**config.mk**
```make
export PLATFORM = sky130hd
export DESIGN_NAME = decoder_seq
export DESIGN_NICKNAME = d
export VERILOG_FILES = /design/src/rtl/decoder_seq.sv
export SDC_FILE = /design/constraint.sdc
export NUM_CORES = 1
export LEC_CHECK = 0
export BUFFER_PORTS_ARGS = -buffer_cell sky130_fd_sc_hd__buf_2
export CAP_MARGIN = 20
export CELL_PAD_IN_SITES_DETAIL_PLACEMENT = 2
export CELL_PAD_IN_SITES_GLOBAL_PLACEMENT = 2
export CORE_AREA = 2 2 66 68
export DETAILED_ROUTE_END_ITERATION = 10
export DIE_AREA = 0 0 68 70
export GPL_TIMING_DRIVEN = 0
export PLACE_DENSITY = 0.91
export SKIP_CTS_REPAIR_TIMING = 1
export SLEW_MARGIN = 30
export SYNTH_ARGS = -nofsm -noshare
export SYNTH_HDL_FRONTEND = slang
export SYNTH_SLANG_ARGS = --single-unit
```
**constraint.sdc**
```tcl
create_clock -name clk -period 4.5 [get_ports clk]
set_clock_uncertainty 0.1 [all_clocks]
set_input_delay 0.9 -clock clk [delete_from_list [all_inputs] [get_ports clk]]
set_output_delay 0.9 -clock clk [all_outputs]
set_load 0.005 [all_outputs]
```
**src/rtl/decoder_seq.sv**
```systemverilog
// Registered SEL_W-to-2**SEL_W one-hot decoder with DIRECT (handshaked, dwell-held) and SCAN modes.
// Optional select-parity check is compiled in with `define DECODER_PARITY_EN.
module decoder_seq #(
  parameter int SEL_W   = 3,
  parameter int DWELL_W = 4
) (
  input  logic                  clk,
  input  logic                  rst_n,
  input  logic                  en,
  input  logic                  scan_en,
  input  logic                  sel_valid,
  output logic                  sel_ready,
  input  logic [SEL_W-1:0]      sel,
  input  logic [DWELL_W-1:0]    dwell,
  output logic [2**SEL_W-1:0]   dout,
  output logic                  dout_valid,
  output logic                  wrap,
  output logic                  busy
`ifdef DECODER_PARITY_EN
  ,
  input  logic                  sel_par,
  output logic                  par_err
`endif
);

  localparam int N = 2**SEL_W;

  typedef enum logic [1:0] {IDLE, DRIVE, SCAN} state_t;

  state_t               state_q, state_d;
  logic [SEL_W-1:0]     idx_q, idx_d;
  logic [DWELL_W-1:0]   cnt_q, cnt_d;
  logic [N-1:0]         dout_q, dout_d;
  logic                 dval_q, dval_d;
  logic                 wrap_q, wrap_d;
  logic                 perr_q, perr_d;
  logic                 par_bad;

  function automatic logic [N-1:0] onehot(input logic [SEL_W-1:0] i);
    return {{(N-1){1'b0}}, 1'b1} << i;
  endfunction

  // Remaining-cycle counter never wraps below zero.
  function automatic logic [DWELL_W-1:0] cnt_step(input logic [DWELL_W-1:0] c);
    return (c == '0) ? c : c - 1'b1;
  endfunction

`ifdef DECODER_PARITY_EN
  assign par_bad = ^{sel, sel_par};
  assign par_err = perr_q;
`else
  assign par_bad = 1'b0;
`endif

  assign sel_ready  = en & ~scan_en & (state_q == IDLE);
  assign dout       = dout_q;
  assign dout_valid = dval_q;
  assign wrap       = wrap_q;
  assign busy       = (state_q != IDLE);

  always_comb begin
    state_d = state_q;
    idx_d   = idx_q;
    cnt_d   = cnt_q;
    dout_d  = dout_q;
    wrap_d  = 1'b0;
    perr_d  = 1'b0;
    if (!en) begin
      state_d = IDLE;
      idx_d   = '0;
      cnt_d   = '0;
      dout_d  = '0;
    end else begin
      unique case (state_q)
        IDLE: begin
          if (scan_en) begin
            state_d = SCAN;
            idx_d   = '0;
            cnt_d   = dwell;
            dout_d  = onehot('0);
          end else if (sel_valid && sel_ready) begin
            // A parity failure consumes the transfer without driving a line.
            if (par_bad) begin
              perr_d = 1'b1;
            end else begin
              state_d = DRIVE;
              idx_d   = sel;
              cnt_d   = dwell;
              dout_d  = onehot(sel);
            end
          end
        end
        DRIVE: begin
          if (cnt_q != '0) begin
            cnt_d = cnt_step(cnt_q);
          end else begin
            state_d = IDLE;
            idx_d   = '0;
            dout_d  = '0;
          end
        end
        SCAN: begin
          if (cnt_q != '0) begin
            cnt_d = cnt_step(cnt_q);
          end else if (!scan_en) begin
            state_d = IDLE;
            idx_d   = '0;
            dout_d  = '0;
          end else begin
            idx_d  = idx_q + 1'b1;
            cnt_d  = dwell;
            dout_d = onehot(idx_d);
            wrap_d = &idx_q;
          end
        end
        default: begin
          state_d = IDLE;
          idx_d   = '0;
          cnt_d   = '0;
          dout_d  = '0;
        end
      endcase
    end
    dval_d = |dout_d;
  end

  always_ff @(posedge clk or negedge rst_n) begin
    if (!rst_n) begin
      state_q <= IDLE;
      idx_q   <= '0;
      cnt_q   <= '0;
      dout_q  <= '0;
      dval_q  <= 1'b0;
      wrap_q  <= 1'b0;
      perr_q  <= 1'b0;
    end else begin
      state_q <= state_d;
      idx_q   <= idx_d;
      cnt_q   <= cnt_d;
      dout_q  <= dout_d;
      dval_q  <= dval_d;
      wrap_q  <= wrap_d;
      perr_q  <= perr_d;
    end
  end

endmodule

```
# After elaboration in Yosys (flattened, before gate mapping)
# Cells that the tools add are included.
totals:
  input_bits: 12
  mem_count: 0
  output_inout_bits: 12
  latchBits: 0
  wordCells: 64
  ff_bits: 19
  rom_bits: 0
  mem_bits_rw: 0
classes:
  n_reduce_logical: 10
  div_mod_pow: 0
  shifts: 2
  muxes: 33
  order_cmp: 0
  bitwise_logic: 3
  n_mul: 0
  addsub: 2
  eq_ne: 8
ops:
  columns: ["op", "count"]
  rows:
  - ["$mux 8", 6]
  - ["$mux 4", 7]
  - ["$pmux 8 s3", 1]
  - ["$mux 3", 6]
  - ["$shl 1x3->8 const A", 2]
  - ["$mux 2", 6]
  - ["$ne 3x3->1 const B", 4]
  - ["$pmux 4 s3", 1]
  - ["$pmux 3 s3", 1]
  - ["$reduce_and 3->1", 3]
  - ["$reduce_or 8->1", 1]
  - ["$pmux 2 s3", 1]
  - ["$logic_not 4->1", 1]
  - ["$mux 1", 4]
  - ["$ne 4x3->1 const B", 1]
  - ["$ne 4x4->1 const B", 1]
  - ["$reduce_and 4->1", 1]
  - ["$reduce_bool 4->1", 1]
  - ["$sub 4x1->4 const B", 1]
  - ["$add 3x1->3 const B", 1]
  - ["$and 1x1->1", 2]
  - ["$eq 2x1->1 const B", 1]
  - ["$eq 2x2->1 const B", 1]
  - ["$logic_not 2->1", 1]
  - ["other kinds (3)", 3]

# Logic depth before layout (Yosys ltp)
# Gate-level depths: netlist of run 1.
logic_depth:
  word_depth: 9
  mapped_depth: 8
  ltp_nobuf: 7

# Worst setup path after synthesis of run 1
# Ideal clock, no wire load.
synth_timing:
  path_kind: "input to output"
  from: "input port scan_en"
  to: "output port sel_ready"
  required_time_ns: 3.500
  path_slack_ns: 1.956
  stages: 3
  arrival_ns: 1.544
  path_buffers: 1
  path_cell_list: "clkbuf_1 -> or3_1 -> nor2_1"
synth_via:
  elab_chain_cells: 3
synth_lines:
  columns: ["item", "line", "source"]
  rows:
  - ["start: declaration", "10", "input logic scan_en,"]
  - ["$not 1->1", "55", "assign sel_ready = en & ~scan_en & (state_q == IDLE);"]
  - ["$and 1x1->1 (2 in a row)", "55", null]
  - ["end: declaration", "12", "output logic sel_ready,"]
# No other way between the ends.

# Worst setup path after layout of run 1
# Ends and elaborated chain as after synthesis.

==> flow_metrics.env, run 1 <==
export IMPL_cts_buffers=3
export IMPL_syn_inst=164
export IMPL_placement_setup_worst_slack_ps=1531
export IMPL_power_share_sequential_pct=40.8
export IMPL_maxSlewViolCount=0
export IMPL_worst_slew_pin_transition_ps=682.2
export IMPL_power_switching_mw=0.1736
export IMPL_io_pins=24
export IMPL_syn_area_per_cell_um2=8.621
export IMPL_flop_and_latch_count_out_of_synthesis=19
export IMPL_postSynth_topFlopCell="dfrtp_1"
export IMPL_switching_share_pct=36.33
export IMPL_total_power_mw=0.4779
export IMPL_hpwl_um=3777
export IMPL_layout_cells_non_filler=242
export IMPL_hold_path_class="reg2reg"
export IMPL_critPathArrivalTime_ps=1990
export IMPL_max_freq_mhz=334.2
export IMPL_design_core_area_mm2=0.004144
export IMPL_synthesis_nets=183
export IMPL_power_leakage_nw=0.7640
export IMPL_final_routed_wire_length_divided_by_cell_count_um=20.14
export IMPL_pin_count_of_the_biggest_net_entering_global_routing=20
export IMPL_worst_ir_drop_vdd_mv=0.1185
export IMPL_share_comb_of_total_power_pct=33.7
export IMPL_finalHoldViolCount=0
export IMPL_numClockSinks=19
export IMPL_die_area_mm2=0.004760
export IMPL_cts_root_buffer="clkbuf_8"
export IMPL_finish_instance_area_mm2=0.001634
export IMPL_drt_first_iter_violations=63
export IMPL_run_status="completed"
export IMPL_setup_worst_path_end_class="primary output"
export IMPL_initial_utilization_pct=34.12
export IMPL_total_power_divided_by_cell_area_mw_per_mm2=292.5
export IMPL_cell_internal_power_mw=0.3043
export IMPL_pwr_share_clk_pct=25.5
export IMPL_drc=0
export IMPL_relSlewSlack_pct=54.32
export IMPL_final_nets=210
export IMPL_cp_start_kind="primary input"
export IMPL_htreeDepth=1
export IMPL_first_pass_iters=5
export IMPL_path_max_fanout=10
export IMPL_number_of_antenna_violations_at_the_first_check_in_global_routing=0
export IMPL_sequential_area_share_after_synthesis_pct=33.63
export IMPL_track_usage_pct=22.38
export IMPL_ctsLongestPathBuffers=2
export IMPL_route_antenna_remaining_nets=0
export IMPL_critical_path_required_ps=3500
export IMPL_worst_skew_pair_late_latency_ps=260
export IMPL_max_cap_violations=0
export IMPL_place_port_buffers=22
export IMPL_finalWorstPathRequiredPeriod_ps=2992
export IMPL_final_period_utilization_pct=66.49
export IMPL_grt_remaining_overflow=0
export IMPL_drive_gt1_share_pct=16.32
export IMPL_setup_tns_ps=0
export IMPL_synth_cell_type_count=51
export IMPL_die_width_um=68
export IMPL_final_critical_path_setup_slack_ps=1508
export IMPL_first_global_vias=1546
export IMPL_place_gp_congestion=0.8964
export IMPL_placement_rows=24
export IMPL_r2r_setup_slack_ps=2070
export IMPL_route_final_wire_length_um=4875
export IMPL_synthesis_area_mm2=0.001414
export IMPL_die_height_um=70
export IMPL_setup_viol=0
export IMPL_timing_worst_setup_path_type="in2out"
export IMPL_grt_setup_unrepaired="no"
export IMPL_synth_edf_count=0
export IMPL_placed_cells=238
export IMPL_tritoncts="done"
export IMPL_syn_to_final_growth_pct=15.58
export IMPL_placement_cell_area_mm2=0.001589
export IMPL_clkTransAtPathRegs_ps=70
export IMPL_viasPerCell=5.988
export IMPL_vias=1449
export IMPL_ys_warns=0
export IMPL_postSynth_asyncResetShare_pct=100.0
export IMPL_diodes=0
export IMPL_grt_pass1_wl_um=8017
area by class of cell:
class	instances	area, um^2
buffer	10	52.55
clock buffer	4	45.04
fill	499	2510
inverter	10	37.54
multi-input combinational	125	848.3
sequential	19	475.5
tap	52	65.06
timing repair buffer	22	110.1
critical path, stage by stage:
cell and delay (ps):
buf_2 120, clkbuf_1 220, or3_1 450, nor2_1 170, buf_2 140
registers in the layout, summed over array words and instances, names as in the netlist:
| name | flops |
|---|---|
| cnt_q | 4 |
| dout | 8 |
| dout_valid | 1 |
| idx_q | 3 |
| state_q | 2 |
| wrap | 1 |
cells by family after synthesis:
group	share of synthesized area (%)
AOI/OAI and AO/OA	22.39
xor gates and xnor gates	0.6196
adders and majority gates	6.194
buffers and inverters	6.372
DFF	33.63
muxes	2.301
and+or+nand+nor	28.50
placed cells by master (no fill, tap or decap), drive strengths merged, types with 2 or more instances in the layout:
cell	Yosys	final
nand3b	2	2
nor3	3	3
o211a	2	2
a32o	2	2
a21oi	12	12
nor2	14	14
a222oi	3	3
a22oi	2	2
or3	2	2
dfrtp	19	19
o31ai	2	2
nor2b	2	2
nand3	8	8
buf	2	24
nor3b	4	4
ha	7	7
and2	3	3
mux2	2	2
nand2	16	16
and3	2	2
o21ai	6	6
and4b	3	3
clkbuf	8	12
a22o	2	2
o41ai	2	2
inv	10	10
nand2b	3	3
per-layer routing:
metal	global-route usage, %	share of wire (%)	vias up
li1	-	-	659
met4	4.889	1.3	0
met1	29.81	44	744
met3	2.415	3.0	8
met5	0	0	-
met2	38.30	51	38
synthesized netlist by cell type, types with 2 or more instances:
master	instances	area [um^2]
o21ai_0	3	15.01
o31ai_1	2	15.01
a32o_1	2	20.02
nor3b_1	2	15.01
or3_1	2	12.51
and3_1	2	12.51
nand2b_1	3	18.77
nand3b_1	2	15.01
nor2b_1	2	12.51
nor2_1	14	52.55
dfrtp_1	19	475.5
nor3_1	2	10.01
a21oi_1	12	60.06
and4b_1	3	30.03
o41ai_1	2	17.52
nor3b_2	2	25.02
o211a_1	2	20.02
clkbuf_1	8	30.03
o21ai_1	3	15.01
mux2_1	2	22.52
a22o_1	2	17.52
ha_1	7	87.58
buf_6	2	22.52
and2_1	3	18.77
inv_1	10	37.54
nand3_1	8	40.04
a222oi_1	3	30.03
nand2_1	16	60.06
a22oi_1	2	15.01
path summary, 6_finish.rpt:
check	cells past startpoint	to	from
setup reg to reg	8	dout_valid$_DFF_PN0_	cnt_q[0]$_DFFE_PN0P_
max in group asynchronous	1	dout[5]$_DFF_PN0_	rst_n
min in group asynchronous	1	cnt_q[2]$_DFFE_PN0P_	rst_n
hold reg to reg	2	cnt_q[1]$_DFFE_PN0P_	cnt_q[1]$_DFFE_PN0P_
setup / recovery	5	sel_ready	scan_en
hold / removal	2	cnt_q[1]$_DFFE_PN0P_	cnt_q[1]$_DFFE_PN0P_
through the flow:
stage	util, %	hold slack [ps]
after floorplan	-	378.8
after global placement	38.35	404.4
after detailed placement	38.35	433.3
after CTS	39.43	451.6
after global routing	39.43	491.6
final	39.43	432.9
power groups by stage:
stage          combinational, mW  sequential [mW]  clock, mW
2_1_floorplan              0.104            0.196          0
3_3_place_gp               0.148            0.197          0
3_5_place_dp               0.161            0.199          0
4_1_cts                    0.162            0.195      0.125
5_1_grt                    0.178            0.197      0.132
6_report                   0.161            0.195      0.122
Note: power is estimated with default switching activity, not from simulation.
==> run 2, diff against run 1 <==
--- a/config.mk
+++ b/config.mk
@@ -5,15 +5,16 @@
 export SDC_FILE = /design/constraint.sdc
 export NUM_CORES = 1
 export LEC_CHECK = 0
+export ABC_AREA = 1
 export BUFFER_PORTS_ARGS = -buffer_cell sky130_fd_sc_hd__buf_2
 export CAP_MARGIN = 20
 export CELL_PAD_IN_SITES_DETAIL_PLACEMENT = 2
 export CELL_PAD_IN_SITES_GLOBAL_PLACEMENT = 2
-export CORE_AREA = 2 2 66 68
+export CORE_AREA = 2 2 77 79
 export DETAILED_ROUTE_END_ITERATION = 10
-export DIE_AREA = 0 0 68 70
+export DIE_AREA = 0 0 79 81
 export GPL_TIMING_DRIVEN = 0
-export PLACE_DENSITY = 0.91
+export PLACE_DENSITY = 0.82
 export SKIP_CTS_REPAIR_TIMING = 1
 export SLEW_MARGIN = 30
 export SYNTH_ARGS = -nofsm -noshare
==> constraint.sdc (replaced) <==
create_clock -name clk -period 2.45 [get_ports clk]
set_clock_uncertainty 0.1 [all_clocks]
set_input_delay 0.49 -clock clk [delete_from_list [all_inputs] [get_ports clk]]
set_output_delay 0.49 -clock clk [all_outputs]
set_load 0.005 [all_outputs]
==> flow_metrics.env, run 2 <==
export IMPL_flop_and_latch_count_out_of_synthesis=19
export IMPL_postSynth_topFlopCell="dfrtp_1"
export IMPL_final_period_utilization_pct=81.67
export IMPL_worst_skew_pair_late_latency_ps=270
export IMPL_setup_viol=0
export IMPL_postSynth_asyncResetShare_pct=100.0
export IMPL_ctsLongestPathBuffers=2
export IMPL_synthDominantAreaCellType="dfrtp_1"
export IMPL_gr_usage_met2_pct=32.12
export IMPL_syn_area_per_cell_um2=6.864
export IMPL_synthesis_area_mm2=0.001496
export IMPL_route_final_wire_length_um=4988
export IMPL_power_leakage_nw=0.9727
export IMPL_busiest_layer="met2"
export IMPL_synthTopCellsByCount="nand2_1, inv_1, nand3_1"
export IMPL_vias=1516
export IMPL_hold_worst_slack_ps=73.22
export IMPL_place_port_buffers=22
export IMPL_drt_first_iter_violations=35
export IMPL_synth_edf_count=0
export IMPL_grt_remaining_overflow=0
export IMPL_maxSlewViolCount=0
export IMPL_relSlewSlack_pct=67.56
export IMPL_total_power_divided_by_cell_area_mw_per_mm2=616.2
export IMPL_setup_tns_ps=0
export IMPL_synth_top_area_share_pct=31.77
export IMPL_reg2regPathDepth=10
export IMPL_io_pins=24
export IMPL_sequential_area_share_after_synthesis_pct=31.77
export IMPL_first_global_vias=1657
export IMPL_number_of_antenna_violations_at_the_first_check_in_global_routing=0
export IMPL_ys_warns=0
export IMPL_final_nets=264
export IMPL_largest_reg_flops=8
export IMPL_cts_root_buffer="clkbuf_8"
export IMPL_syn_inst=218
export IMPL_fill_cells=715
export IMPL_numClockSinks=19
export IMPL_cp_start_kind="register"
export IMPL_post_synth_main_area_contributors="dfrtp_1, nand2_1, inv_1, nand3_1, ha_1"
export IMPL_htreeDepth=1
export IMPL_sequential_cell_area_um2=475.5
export IMPL_drc=0
export IMPL_critPathArrivalTime_ps=2060
export IMPL_placement_rows=28
export IMPL_initial_utilization_pct=26.37
export IMPL_met3_usage_pct=2.000
export IMPL_first_pass_iters=4
export IMPL_area_taken_by_multi_input_logic_gates_um2=865.8
export IMPL_drive_gt1_share_pct=19.67
export IMPL_finalWorstPathRequiredPeriod_ps=2001
export IMPL_finalHoldViolCount=0
export IMPL_route_antenna_remaining_nets=0
export IMPL_synth_cell_type_count=31
export IMPL_synthesis_nets=237
export IMPL_run_status="completed"
export IMPL_path_max_fanout=10
export IMPL_syn_to_final_growth_pct=16.64
export IMPL_design_core_area_mm2=0.005675
export IMPL_max_cap_violations=0
export IMPL_pin_count_of_the_biggest_net_entering_global_routing=20
export IMPL_critical_path_required_ps=2510
export IMPL_groute_layer_met1_usage_pct=20.04
export IMPL_place_gp_congestion=0.7930
export IMPL_die_width_um=79
export IMPL_worst_slew_pin_transition_ps=486.7
export IMPL_grt_pass1_wl_um=8135
export IMPL_layout_common_cells="nand2_1, inv_1, buf_2"
export IMPL_synthMostInstantiatedCell="nand2_1"
export IMPL_final_routed_wire_length_divided_by_cell_count_um=15.64
export IMPL_tritoncts="done"
export IMPL_clkTransAtPathRegs_ps=80
export IMPL_grt_setup_unrepaired="no"
export IMPL_mostFrequentLayoutCell="nand2_1"
export IMPL_timing_worst_setup_path_type="reg2reg"
export IMPL_die_area_mm2=0.006399
export IMPL_cts_buffers=3
export IMPL_track_usage_pct=16.76
export IMPL_hpwl_um=4018
export IMPL_setup_worst_path_end_class="register"
export IMPL_worst_ir_drop_vdd_mv=0.2375
export IMPL_viasPerCell=4.752
export IMPL_die_height_um=81
export IMPL_diodes=0
export IMPL_hold_path_class="in2async"
export IMPL_max_freq_mhz=499.8
[run 2: changes by cell type in the layout (fill, tap and decap cells not counted), moves of 4 or more]
cell      delta
nand2_1     +49
inv_1       +25
nand3_1     +12
a21oi_1     -11
o21ai_0     +10
clkbuf_1     -8
nor2_2       +4
[run 2: cell type report]
cell class	count	area share [%]
timing repair buffer	22	6.308
multi-input combinational	159	49.61
inverter	38	8.172
clock buffer	4	2.581
sequential	19	27.24
tap	75	5.376
buffer	2	0.7168
[run 2: path summary, 6_finish.rpt]
| kind | startpoint | end | slack, ps |
|---|---|---|---|
| max in group asynchronous | rst_n | cnt_q[1]$_DFFE_PN0P_ | 1840 |
| worst max-delay path | state_q[0]$_DFFE_PN0P_ | dout_valid$_DFF_PN0_ | 450 |
| worst min-delay path | rst_n | dout[2]$_DFF_PN0_ | 70 |
| worst max register to register | state_q[0]$_DFFE_PN0P_ | dout_valid$_DFF_PN0_ | 450 |
| min in group clk | idx_q[2]$_DFFE_PN0P_ | idx_q[2]$_DFFE_PN0P_ | 420 |
| worst min register to register | idx_q[2]$_DFFE_PN0P_ | idx_q[2]$_DFFE_PN0P_ | 420 |
[run 2: critical path, stage by stage (launching register included)]
cell and delay [ps]:
dfrtp_1 490, nor2_4 290, nand3_2 290, nand2_2 180, nand2_1 90, nand2_1 80
nand2_1 50, nand2_1 70, nand2_1 50, nor2_1 130, nand2_1 70
[run 2: kinds of logic (layout without fill, tap and decap cells)]
logic type,Yosys count,after routing,synth area share (%)
adders and majority gates,7,7,5.853
buffers and inverters,40,66,10.37
and+or+nand+nor,124,124,40.30
AOI/OAI and AO/OA,27,27,11.12
DFF,19,19,31.77
xor gates and xnor gates,1,1,0.5854
[run 2: layer usage]
| metal | routed length, um | up-vias |
|---|---|---|
| met2 | 2706 | 17 |
| li1 | - | 740 |
| met1 | 2123 | 754 |
| met4 | 51 | 0 |
| met5 | 0 | - |
| met3 | 108 | 5 |
[run 2: power by group]
| part | internal [mW] | switching, mW | leakage (nW) |
|---|---|---|---|
| Sequential | 0.351 | 0.0363 | 0.256 |
| Clock | 0.116 | 0.119 | 0.0228 |
| Combinational | 0.138 | 0.315 | 0.694 |
| Total | 0.605 | 0.470 | 0.973 |
[run 2: stage by stage]
step | utilization (%) | power, mW | cells | instance area [um^2] | setup WS (ps)
2_1_floorplan | - | 0.6995 | 218 | 1496 | 794.7
3_3_place_gp | 29.96 | 0.8307 | 315 | 1700 | 427.6
3_5_place_dp | 29.96 | 0.8563 | 315 | 1700 | 376.7
4_1_cts | 30.75 | 1.096 | 319 | 1745 | 433.8
5_1_grt | 30.75 | 1.161 | 319 | 1745 | 226.1
6_report | 30.75 | 1.076 | 319 | 1745 | 449.2
==> run 3, diff against run 2 <==
--- a/config.mk
+++ b/config.mk
@@ -10,11 +10,11 @@
 export CAP_MARGIN = 20
 export CELL_PAD_IN_SITES_DETAIL_PLACEMENT = 2
 export CELL_PAD_IN_SITES_GLOBAL_PLACEMENT = 2
-export CORE_AREA = 2 2 77 79
+export CORE_AREA = 2 2 73 75
 export DETAILED_ROUTE_END_ITERATION = 10
-export DIE_AREA = 0 0 79 81
+export DIE_AREA = 0 0 75 77
 export GPL_TIMING_DRIVEN = 0
-export PLACE_DENSITY = 0.82
+export PLACE_DENSITY = 0.86
 export SKIP_CTS_REPAIR_TIMING = 1
 export SLEW_MARGIN = 30
 export SYNTH_ARGS = -nofsm -noshare
==> constraint.sdc (replaced) <==
create_clock -name clk -period 1.87 [get_ports clk]
set_clock_uncertainty 0.1 [all_clocks]
set_input_delay 0.374 -clock clk [delete_from_list [all_inputs] [get_ports clk]]
set_output_delay 0.374 -clock clk [all_outputs]
set_load 0.005 [all_outputs]
==> flow_metrics.env, run 3 (same netlist as run 2, synthesis figures left out) <==
export IMPL_viasPerCell=4.919
export IMPL_path_max_fanout=4
export IMPL_placement_cell_area_mm2=0.001694
export IMPL_final_nets=270
export IMPL_critical_path_max_stage_delay_ps=420
export IMPL_io_pins=24
export IMPL_power_switching_mw=0.6527
export IMPL_pin_count_of_the_biggest_net_entering_global_routing=20
export IMPL_final_period_utilization_pct=98.52
export IMPL_final_routed_wire_length_divided_by_cell_count_um=17.13
export IMPL_timing_worst_setup_path_type="reg2reg"
export IMPL_drt_first_iter_violations=43
export IMPL_run_status="completed"
export IMPL_htreeDepth=1
export IMPL_relSlewSlack_pct=67.16
export IMPL_total_power_divided_by_cell_area_mw_per_mm2=809.3
export IMPL_cell_by_cell_listing_of_the_critical_path="ha_2, ha_4, inv_2, nand3_1, o21ai_0, nor2_1, a21oi_2, nor2_1, nand2_1"
export IMPL_track_usage_pct=19.35
export IMPL_setup_tns_ps=0
export IMPL_max_cap_violations=0
export IMPL_met3_usage_pct=1.971
export IMPL_drc=0
export IMPL_max_freq_mhz=542.8
export IMPL_worst_ir_drop_vdd_mv=0.2611
export IMPL_hpwl_um=3824
export IMPL_util_after_layout_pct=36.80
export IMPL_cp_num_buf_inv=1
export IMPL_worst_slew_pin_transition_ps=492.6
export IMPL_route_antenna_remaining_nets=0
export IMPL_r2r_setup_slack_ps=30
export IMPL_worst_hold_path_endpoint="cnt_q[3]$_DFFE_PN0P_"
export IMPL_numClockSinks=19
export IMPL_share_comb_of_total_power_pct=45.2
export IMPL_busiest_layer="met2"
export IMPL_diodes=0
export IMPL_total_power_mw=1.482
export IMPL_setup_worst_path_end_class="register"
export IMPL_largest_reg_flops=8
export IMPL_syn_to_final_growth_pct=22.41
export IMPL_tritoncts="done"
export IMPL_power_share_sequential_pct=34.1
export IMPL_r2r_start="idx_q[0]$_DFFE_PN0P_"
export IMPL_critical_path_most_common_cell="nor2_1"
export IMPL_finalHoldViolCount=0
export IMPL_vias=1574
export IMPL_cp_start_kind="register"
export IMPL_hold_path_class="in2reg"
export IMPL_final_critical_path_setup_slack_ps=27.61
export IMPL_r2r_endpoint="dout_valid$_DFF_PN0_"
export IMPL_groute_layer_met1_usage_pct=25.14
export IMPL_critPathTopFamily="adder cells"
export IMPL_worst_skew_pair_late_latency_ps=260
export IMPL_grt_pass1_wl_um=8549
export IMPL_maxSlewViolCount=0
export IMPL_grt_remaining_overflow=0
export IMPL_placement_setup_worst_slack_ps=-74.82
export IMPL_critical_path_required_ps=1970
export IMPL_clkTransAtPathRegs_ps=90
export IMPL_place_port_buffers=22
export IMPL_mostFrequentLayoutCell="nand2_1"
export IMPL_number_of_antenna_violations_at_the_first_check_in_global_routing=0
export IMPL_layout_common_cells="nand2_1, inv_1, buf_2"
export IMPL_die_height_um=77
export IMPL_reg2regPathDepth=9
export IMPL_first_pass_iters=3
export IMPL_hold_start="dwell[3]"
export IMPL_gr_usage_met2_pct=34.30
export IMPL_finalWorstPathRequiredPeriod_ps=1842
export IMPL_ctsLongestPathBuffers=2
export IMPL_switching_share_pct=44.03
export IMPL_first_global_vias=1717
export IMPL_initial_utilization_pct=30.07
export IMPL_placement_rows=26
export IMPL_die_width_um=75
export IMPL_drive_gt1_share_pct=25.60
export IMPL_critical_path_slowest_cell="dfrtp_2"
export IMPL_cts_root_buffer="clkbuf_8"
export IMPL_setup_viol=0
export IMPL_pwr_share_clk_pct=20.8
export IMPL_route_final_wire_length_um=5483
export IMPL_finish_instance_area_mm2=0.001832
export IMPL_worstHoldPathCells=5
export IMPL_design_core_area_mm2=0.004977
export IMPL_cts_buffers=3
export IMPL_cell_internal_power_mw=0.8297
export IMPL_power_leakage_nw=0.9950
export IMPL_die_area_mm2=0.005775
export IMPL_place_gp_congestion=0.7945
export IMPL_critPathArrivalTime_ps=1940
run 3: cell types whose count changed in the layout (fill, tap and decap cells not counted), moves of 2 or more:
| cell | before | now |
|---|---|---|
| dfrtp_2 | 0 | 3 |
| buf_4 | 1 | 6 |
| dfrtp_1 | 19 | 16 |
| inv_1 | 35 | 33 |
| ha_1 | 7 | 4 |
| ha_4 | 0 | 2 |
| inv_2 | 3 | 5 |
run 3: worst max-delay path by stage:
stage                                start                   end  slack (ps)  cells after the start
floorplan             idx_q[0]$_DFFE_PN0P_  dout_valid$_DFF_PN0_         210                     11
global placement    state_q[0]$_DFFE_PN0P_  dout_valid$_DFF_PN0_         -40                     10
detailed placement  state_q[0]$_DFFE_PN0P_  dout_valid$_DFF_PN0_         -70                     10
CTS                   idx_q[0]$_DFFE_PN0P_  dout_valid$_DFF_PN0_         -90                     12
global route          idx_q[0]$_DFFE_PN0P_  dout_valid$_DFF_PN0_         -40                      9
finish                idx_q[0]$_DFFE_PN0P_  dout_valid$_DFF_PN0_          30                      9
run 3: per-layer routing:
layer	part of all wire [%]	up-vias
met3	1.3	6
li1	-	759
met5	0	-
met1	44	792
met4	1.4	0
met2	53	17
run 3: final cells by class:
| type | count | area, um^2 |
|---|---|---|
| fill | 599 | 3146 |
| multi-input combinational | 159 | 905.9 |
| sequential | 19 | 479.2 |
| timing repair buffer | 28 | 157.7 |
| inverter | 38 | 142.6 |
| tap | 70 | 87.58 |
| clock buffer | 3 | 41.29 |
| buffer | 2 | 12.51 |
| clock inverter | 1 | 5.005 |
run 3: worst reg2reg max path, delay by kind of cell (launching register included):
family / cells / cell delay (ps)
and+or+nand+nor: 4 / 320
DFF: 1 / 420
AOI/OAI and AO/OA: 2 / 420
buffers and inverters: 1 / 90
adders and majority gates: 2 / 430
run 3: power groups by stage:
stage / Sequential, mW / Combinational (mW) / Clock (mW)
after global routing: 0.514 / 0.745 / 0.330
after CTS: 0.507 / 0.604 / 0.315
after floorplan: 0.507 / 0.410 / 0
final: 0.505 / 0.670 / 0.308
after global placement: 0.511 / 0.575 / 0
after detailed placement: 0.515 / 0.597 / 0
run 3: metrics by stage:
stage	hold slack, ps	instances
2_1_floorplan	-21.59	218
3_3_place_gp	261.7	310
3_5_place_dp	263.0	310
4_1_cts	-26.28	314
5_1_grt	396.7	320
6_report	372.8	320
